<file path="src/rtl/arm_mem_pkg.sv">
`default_nettype none
// +----------------------------------------------------------------------------+
// | Module      : arm_mem_pkg                                                  |
// | Description : Shared definitions for the ARM memory-port arbiter: FSM      |
// |               state encoding, requester IDs, memory region map and the     |
// |               big-endian byte-lane helpers.                                |
// | Ports       : none (package)                                               |
// | Revision    : 1.0 - initial release                                        |
// +----------------------------------------------------------------------------+
package arm_mem_pkg;

  // Arbiter FSM state encoding
  localparam logic [1:0] c_ST_IDLE   = 2'd0;
  localparam logic [1:0] c_ST_ACCESS = 2'd1;
  localparam logic [1:0] c_ST_MERGE  = 2'd2;
  localparam logic [1:0] c_ST_RESP   = 2'd3;

  // Requester IDs; also the bit index into the req/gnt vectors
  localparam logic c_REQ_IF = 1'b0;
  localparam logic c_REQ_LS = 1'b1;

  // Memory region map
  localparam logic [31:0] c_DATA_BASE = 32'h1000_0000;
  localparam logic [31:0] c_DATA_SIZE = 32'h0000_0100;
  localparam logic [31:0] c_TEXT_BASE = 32'h0000_0000;
  localparam logic [31:0] c_TEXT_SIZE = 32'h0000_0100;

  // Big-endian lane extract: offset 0 is the most significant byte.
  function automatic logic [7:0] lane_get(input logic [31:0] word, input logic [1:0] off);
    case (off)
      2'd0:    lane_get = word[31:24];
      2'd1:    lane_get = word[23:16];
      2'd2:    lane_get = word[15:8];
      default: lane_get = word[7:0];
    endcase
  endfunction

  // Big-endian lane replace: returns word with the selected byte swapped out.
  function automatic logic [31:0] lane_put(input logic [31:0] word, input logic [1:0] off,
                                           input logic [7:0] data);
    lane_put = word;
    case (off)
      2'd0:    lane_put[31:24] = data;
      2'd1:    lane_put[23:16] = data;
      2'd2:    lane_put[15:8]  = data;
      default: lane_put[7:0]   = data;
    endcase
  endfunction

endpackage
`default_nettype wire

</file>
<file path="src/rtl/arm_rr_arbiter.sv">
`default_nettype none
// +----------------------------------------------------------------------------+
// | Module      : arm_rr_arbiter                                               |
// | Description : Two-way round-robin arbiter with a registered pointer.       |
// |               A lone requester is always granted; on contention the        |
// |               pointer side wins and the pointer moves to the other side.   |
// | Ports       : clk, reset (async, active-high), req[1:0], advance           |
// |               (grant consumed this cycle), gnt[1:0] (one-hot grant)        |
// | Revision    : 1.0 - initial release                                        |
// +----------------------------------------------------------------------------+
module arm_rr_arbiter
  import arm_mem_pkg::*;
(
  input  logic       clk,
  input  logic       reset,
  input  logic [1:0] req,
  input  logic       advance,
  output logic [1:0] gnt
);

  // Side that wins the next contended grant
  logic r_ptr;

  always_comb begin
    gnt = 2'b00;
    case (req)
      2'b01:   gnt = 2'b01;
      2'b10:   gnt = 2'b10;
      2'b11:   gnt = (r_ptr == c_REQ_IF) ? 2'b01 : 2'b10;
      default: gnt = 2'b00;
    endcase
  end

  // The pointer only moves when a contended grant is actually taken.
  always_ff @(posedge clk or posedge reset) begin
    if (reset) begin
      r_ptr <= c_REQ_IF;
    end else if (advance && (&req)) begin
      r_ptr <= ~r_ptr;
    end
  end

endmodule
`default_nettype wire

</file>
<file path="src/rtl/arm_mem_arbiter.sv">
`default_nettype none
// +----------------------------------------------------------------------------+
// | Module      : arm_mem_arbiter                                              |
// | Description : Shares one word-wide memory port between instruction fetch   |
// |               (IF, word read) and load/store (LS, word/byte read/write).   |
// |               Round-robin grant, request capture, alignment check, and     |
// |               read-modify-write for byte stores (big-endian lanes).        |
// | Ports       : clk, reset (async, active-high)                              |
// |               IF : if_req, if_addr -> if_done, if_rdata, if_fault          |
// |               LS : ls_req, ls_addr, ls_we, ls_byte, ls_wdata               |
// |                    -> ls_done, ls_rdata, ls_fault                          |
// |               MEM: mem_addr, mem_wdata, mem_we <- mem_rdata, mem_excpt     |
// |               busy (not IDLE)                                              |
// | Options     : ARM_MEM_ARB_STATS_EN adds stat_if_grants, stat_ls_grants,    |
// |               stat_faults (16-bit saturating counters)                     |
// | Revision    : 1.0 - initial release                                        |
// +----------------------------------------------------------------------------+
module arm_mem_arbiter
  import arm_mem_pkg::*;
#(
  parameter int ADDR_W = 32,
  parameter int DATA_W = 32
) (
  input  logic              clk,
  input  logic              reset,
  input  logic              if_req,
  input  logic [ADDR_W-1:0] if_addr,
  output logic              if_done,
  output logic [DATA_W-1:0] if_rdata,
  output logic              if_fault,
  input  logic              ls_req,
  input  logic [ADDR_W-1:0] ls_addr,
  input  logic              ls_we,
  input  logic              ls_byte,
  input  logic [DATA_W-1:0] ls_wdata,
  output logic              ls_done,
  output logic [DATA_W-1:0] ls_rdata,
  output logic              ls_fault,
  output logic [ADDR_W-1:0] mem_addr,
  output logic [DATA_W-1:0] mem_wdata,
  output logic              mem_we,
  input  logic [DATA_W-1:0] mem_rdata,
  input  logic              mem_excpt,
  output logic              busy
`ifdef ARM_MEM_ARB_STATS_EN
  ,
  output logic [15:0]       stat_if_grants,
  output logic [15:0]       stat_ls_grants,
  output logic [15:0]       stat_faults
`endif
);

  logic [1:0]        r_state;
  logic [1:0]        w_state_nxt;
  logic [1:0]        w_gnt;
  logic              w_advance;
  logic              w_misalign;
  logic              r_sel;      // requester that owns the current transaction
  logic [ADDR_W-1:0] r_addr;
  logic              r_we;
  logic              r_byte;
  logic [DATA_W-1:0] r_wdata;
  logic [DATA_W-1:0] r_merge;    // word read in ACCESS for a byte store
  logic [DATA_W-1:0] r_rdata;
  logic              r_fault;
  logic [ADDR_W-1:0] w_addr_al;

  arm_rr_arbiter u_rr (
    .clk     (clk),
    .reset   (reset),
    .req     ({ls_req, if_req}),
    .advance (w_advance),
    .gnt     (w_gnt)
  );

  assign w_advance = (r_state == c_ST_IDLE) && (|w_gnt);
  assign w_addr_al = {r_addr[ADDR_W-1:2], 2'b00};

  // Fetches are always word accesses; byte LS accesses can never misalign.
  always_comb begin
    if (w_gnt[c_REQ_LS]) begin
      w_misalign = !ls_byte && (ls_addr[1:0] != 2'b00);
    end else begin
      w_misalign = (if_addr[1:0] != 2'b00);
    end
  end

  // State register
  always_ff @(posedge clk or posedge reset) begin
    if (reset) begin
      r_state <= c_ST_IDLE;
    end else begin
      r_state <= w_state_nxt;
    end
  end

  // Next-state logic
  always_comb begin
    w_state_nxt = r_state;
    case (r_state)
      c_ST_IDLE: begin
        if (w_advance) begin
          w_state_nxt = w_misalign ? c_ST_RESP : c_ST_ACCESS;
        end
      end
      c_ST_ACCESS: begin
        w_state_nxt = (!mem_excpt && r_we && r_byte) ? c_ST_MERGE : c_ST_RESP;
      end
      c_ST_MERGE: w_state_nxt = c_ST_RESP;
      default:    w_state_nxt = c_ST_IDLE;
    endcase
  end

  // Request capture and read-data path
  always_ff @(posedge clk or posedge reset) begin
    if (reset) begin
      r_sel   <= c_REQ_IF;
      r_addr  <= '0;
      r_we    <= 1'b0;
      r_byte  <= 1'b0;
      r_wdata <= '0;
      r_merge <= '0;
      r_rdata <= '0;
      r_fault <= 1'b0;
    end else begin
      case (r_state)
        c_ST_IDLE: begin
          if (w_advance) begin
            r_fault <= w_misalign;
            r_rdata <= '0;
            if (w_gnt[c_REQ_LS]) begin
              r_sel   <= c_REQ_LS;
              r_addr  <= ls_addr;
              r_we    <= ls_we;
              r_byte  <= ls_byte;
              r_wdata <= ls_wdata;
            end else begin
              r_sel   <= c_REQ_IF;
              r_addr  <= if_addr;
              r_we    <= 1'b0;
              r_byte  <= 1'b0;
              r_wdata <= '0;
            end
          end
        end
        c_ST_ACCESS: begin
          if (mem_excpt) begin
            r_fault <= 1'b1;
            r_rdata <= '0;
          end else if (!r_we) begin
            r_rdata <= r_byte ? {24'd0, lane_get(mem_rdata, r_addr[1:0])} : mem_rdata;
          end else if (r_byte) begin
            r_merge <= mem_rdata;
          end
        end
        default: ;
      endcase
    end
  end

  // Outputs: decoded from registered state so an async reset drops mem_we at once.
  always_comb begin
    mem_addr  = '0;
    mem_wdata = '0;
    mem_we    = 1'b0;
    if_done   = 1'b0;
    if_rdata  = '0;
    if_fault  = 1'b0;
    ls_done   = 1'b0;
    ls_rdata  = '0;
    ls_fault  = 1'b0;
    busy      = (r_state != c_ST_IDLE);
    case (r_state)
      c_ST_ACCESS: begin
        mem_addr = w_addr_al;
        if (r_we && !r_byte && !mem_excpt) begin
          mem_we    = 1'b1;
          mem_wdata = r_wdata;
        end
      end
      c_ST_MERGE: begin
        mem_addr  = w_addr_al;
        mem_we    = 1'b1;
        mem_wdata = lane_put(r_merge, r_addr[1:0], r_wdata[7:0]);
      end
      c_ST_RESP: begin
        if (r_sel == c_REQ_LS) begin
          ls_done  = 1'b1;
          ls_rdata = r_rdata;
          ls_fault = r_fault;
        end else begin
          if_done  = 1'b1;
          if_rdata = r_rdata;
          if_fault = r_fault;
        end
      end
      default: ;
    endcase
  end

`ifdef ARM_MEM_ARB_STATS_EN
  logic [15:0] r_stat_if;
  logic [15:0] r_stat_ls;
  logic [15:0] r_stat_flt;

  always_ff @(posedge clk or posedge reset) begin
    if (reset) begin
      r_stat_if  <= '0;
      r_stat_ls  <= '0;
      r_stat_flt <= '0;
    end else if (r_state == c_ST_RESP) begin
      if (r_sel == c_REQ_LS) begin
        if (r_stat_ls != 16'hFFFF) r_stat_ls <= r_stat_ls + 16'd1;
      end else begin
        if (r_stat_if != 16'hFFFF) r_stat_if <= r_stat_if + 16'd1;
      end
      if (r_fault && (r_stat_flt != 16'hFFFF)) r_stat_flt <= r_stat_flt + 16'd1;
    end
  end

  assign stat_if_grants = r_stat_if;
  assign stat_ls_grants = r_stat_ls;
  assign stat_faults    = r_stat_flt;
`endif

endmodule
`default_nettype wire

</file>
<file path="config.mk">
export PLATFORM = sky130hd
export DESIGN_NAME = arm_mem_arbiter
export DESIGN_NICKNAME = d
export VERILOG_FILES = /design/src/rtl/arm_mem_pkg.sv /design/src/rtl/arm_rr_arbiter.sv /design/src/rtl/arm_mem_arbiter.sv
export SDC_FILE = /design/constraint.sdc
export NUM_CORES = 1
export LEC_CHECK = 0
export CAP_MARGIN = 0
export CORE_UTILIZATION = 35
export CTS_CLUSTER_SIZE = 24
export DETAILED_ROUTE_END_ITERATION = 10
export PLACE_DENSITY = 0.68
export RECOVER_POWER = 25
export SETUP_SLACK_MARGIN = 0.5
export SKIP_CTS_REPAIR_TIMING = 1
export SLEW_MARGIN = 20
export SYNTH_ARGS = -nofsm -noshare
export SYNTH_HDL_FRONTEND = slang
export SYNTH_SLANG_ARGS = --single-unit
</file>
<file path="constraint.sdc">
create_clock -name clk -period 5.6 [get_ports clk]
set_clock_uncertainty 0.1 [all_clocks]
set_input_delay 1.68 -clock clk [delete_from_list [all_inputs] [get_ports clk]]
set_output_delay 1.68 -clock clk [all_outputs]
set_load 0.05 [all_outputs]
</file>
==> impl_metrics.csv <==
group,metric,value,unit
setup_path,crit_buf_inv,4,
sta,hold_viol_final,0,
sta,period_needed,4.93,ns
die,start_util,35.8,%
setup_path,cp.arrival,3.15,ns
power,vdd_drop_max,373,uV
route,vias,6108,
sta,setup_violations,0,
setup_path,cp-end-kind,"primary output",
cts,cts_root_buf,"clkbuf_16",
cells_and_area,final_nets,1064,
grt,grt_pass1_wl,35700,microns
logic_synthesis,synth_largest_area_cell,"dfrtp_1",
cts,clk_pin_slew,0.07,ns
cells_and_area,instances_no_fill,1208,
die,rows,52,
cts,clock_sink_count,135,
cts,tritoncts,"yes",
setup_path,cp_common_cell,"buf_12",
run_status,status,"finished, violations left",
grt,grt_usage,22.0,%
route,drc_errors,0,
cts,clock_path_buffers,2,
logic_synthesis,avgSynthCellArea,10.6,sq um
job,cap_violations,1,
die,die_y,146,microns
logic_synthesis,synth_cell_type_count,39,
sta,fmax,203,MHz
logic_synthesis,ys_ff_latch,135,
route,drt_iter0_markers,363,
sta,fin_ws,0.666,ns
route,viasPerCell,5.06,
logic_synthesis,synth-edff-count,0,
power,p_per_area,538,nW/um^2
die,die_x,146,microns
logic_synthesis,syn_area,7260,sq um
die,pin_count,269,
place,dp_hpwl,16700,microns
route,routed_wl,23300,microns
sta,fin_tns_setup,0,ns
sta,rsz0062_at_grt,"false",
logic_synthesis,yosysWarnings,0,
logic_synthesis,synth_compound_area_share,15.6,%
logic_synthesis,synth_fa_ha_area_share,0.689,%
logic_synthesis,synthTopCellsByArea,"dfrtp_1 (47%), mux2_2 (11%), a22o_1 (6.3%)",
logic_synthesis,ys_seq_area_share,46.5,%
setup_path,path_class,"in -> out",
sta,drv_slew,33,
setup_path,slowest_stage,"and3b_1",
logic_synthesis,synth_top_family_by_area,"simple AND/OR/NAND/NOR gates",
logic_synthesis,synth-xor-area-share,0.121,%
logic_synthesis,post-synth-top-area-fraction,46.5,%
power,p_leak,4.95,nW
hold_path,min_path_type,"reg -> reg",
setup_path,required,3.82,ns
setup_path,critPathMaxFanout,8,
place,place_ws,0.507,ns
logic_synthesis,synthCells,683,
route,dr.pass1.iters,5,
cts,clock_latency,0.42,ns
sta,finalCritPeriodShare,88.1,%
cells_and_area,antenna_cells,0,
route,wire_per_inst,19.3,microns
sta,tightest_slew,1.73,ns
die,die_area,21300,sq um
logic_synthesis,ys.flop_type,"dfrtp_1",
cts,cts_max_level,4,
setup_path,crit_path_cell_trace,"clkdlybuf4s25_1, and3b_1, nor2b_4, buf_12, clkbuf_16, a22oi_1, nor2b_1, buf_12",
cells_and_area,drive_gt1_share,21.0,%
run_status,violations,"capacitance limit, slew limit",
cells_and_area,syn_to_final_growth,53.2,%
place,portBuffers,266,
sta,relSlewSlack,-15.1,%
logic_synthesis,synth.mux.area_fraction,15.7,%
setup_path,critPathTopFamily,"buffers and inverters",
route,ant_nets,0,
cts,cts-buffers-inserted,17,
logic_synthesis,synth_simple_gate_area_share,17.0,%
grt,grt.overflow.total,0,
grt,grt_pass1_vias,6015,
place,post-place-cells,1171,
place,gp_congestion,0.793,
setup_path,cp-start-kind,"input pin",
power,total_power,0.00599,W
grt,antenna_found_initial,2,
die,core,20300,sq um
logic_synthesis,async_flop_share,100,%
cells_and_area,fillCellCount,1807,
setup_path,slowest_delay,0.26,ns
grt,grt_max_degree,107,
==> registers in the layout, summed over array words and instances, names as in the netlist <==
| name | flops |
|---|---|
| r_we | 1 |
| r_byte | 1 |
| r_addr | 32 |
| r_wdata | 32 |
| r_state | 2 |
| u_rr.r_ptr | 1 |
| r_rdata | 32 |
| r_merge | 32 |
| r_fault | 1 |
| r_sel | 1 |
==> synth_stat cells (5+ instances only) <==
cell and instances:
clkbuf_1 33, o22ai_1 7, and3_1 34, o21ai_2 14, a22oi_1 32, nor2_1 6
mux2_2 72, mux2i_1 33, nor2b_1 35, buf_1 5, nand2_1 57, a22o_1 52
and2_1 71, dfrtp_1 135, buf_4 8, o21ai_0 41, buf_2 11
==> cell usage in the layout, fill, tap and decap left out, types with 3 or more instances in the layout <==
cell type,n
clkdlybuf4s50_1,221
o21ai_0,40
nand2_1,56
buf_4,17
buf_12,34
and2_1,71
nor2b_1,18
mux2i_1,33
nor2b_2,16
ha_1,4
o21ai_2,14
a22o_1,52
a22oi_1,30
inv_6,4
nand2b_1,4
mux2_2,72
a21oi_1,3
inv_8,3
dfrtp_1,135
nor2_1,6
clkinv_4,3
clkbuf_16,21
inv_1,3
o31ai_1,3
o22ai_1,7
and3_1,34
==> per-stage QoR <==
step	cell area [sq um]	hold WS, ns	utilization (%)
5_1_grt	11100	0.396	54.8
6_report	11100	0.369	54.8
2_1_floorplan	7270	0.337	-
3_3_place_gp	10400	0.354	51.2
4_1_cts	11000	0.370	54.1
3_5_place_dp	10400	0.355	51.2
==> tightest hold or removal path, stage by stage, from the launching register on <==
cell and delay [ns]:
dfrtp_1 0.33, nand2_1 0.04, o21ai_0 0.06
==> routing by layer <==
layer | up-vias | track usage (%) | wire length [microns] | share of wire (%)
li1 | 2920 | - | - | -
met1 | 2920 | 30.9 | 10800 | 46
met3 | 29 | 5.47 | 1450 | 6.2
met5 | - | 0 | 24 | 0.10
met4 | 4 | 7.08 | 325 | 1.4
met2 | 235 | 33.2 | 10700 | 46
==> cell families (layout without fill, tap and decap cells) <==
| kind of cell | count (synthesis) | after routing |
|---|---|---|
| and+or+nand+nor | 217 | 217 |
| AOI/OAI and AO/OA | 156 | 156 |
| DFF | 135 | 135 |
| muxes | 105 | 105 |
| buffers and inverters | 64 | 318 |
| adders and majority gates | 4 | 4 |
| other | 1 | 2 |
| xor gates and xnor gates | 1 | 1 |
==> where the power goes <==
group          switching, W  total (W)  internal (W)  leakage, nW
clock              0.000473    0.00112      0.000652        0.288
combinational       0.00181    0.00307       0.00126         2.89
sequential         0.000397    0.00179       0.00139         1.77
total               0.00268    0.00599       0.00331         4.95
==> worst paths after layout <==
kind	endpoint	cells after the start	startpoint	slack (ns)
max in group asynchronous	r_wdata[28]	3	reset	1.35
min in group asynchronous	r_addr[7]	2	reset	1.92
setup / recovery	mem_wdata[3]	8	mem_excpt	0.67
setup reg to reg	r_merge[13]	6	r_state[1]	2.64
hold / removal	r_addr[17]	2	r_addr[17]	0.37
hold reg to reg	r_addr[17]	2	r_addr[17]	0.37
==> final cells by class <==
type                    instances  area, sq um  area share, %
multi-input cells             485         3630           32.7
flip-flops and latches        135         3380           30.4
inverters                       4         16.3          0.146
clock buffers                  20          457           4.10
well taps                     270          338           3.04
clock inverters                12          133           1.19
repair buffers                282         3170           28.5
Note: power is estimated with default switching activity, not from simulation.
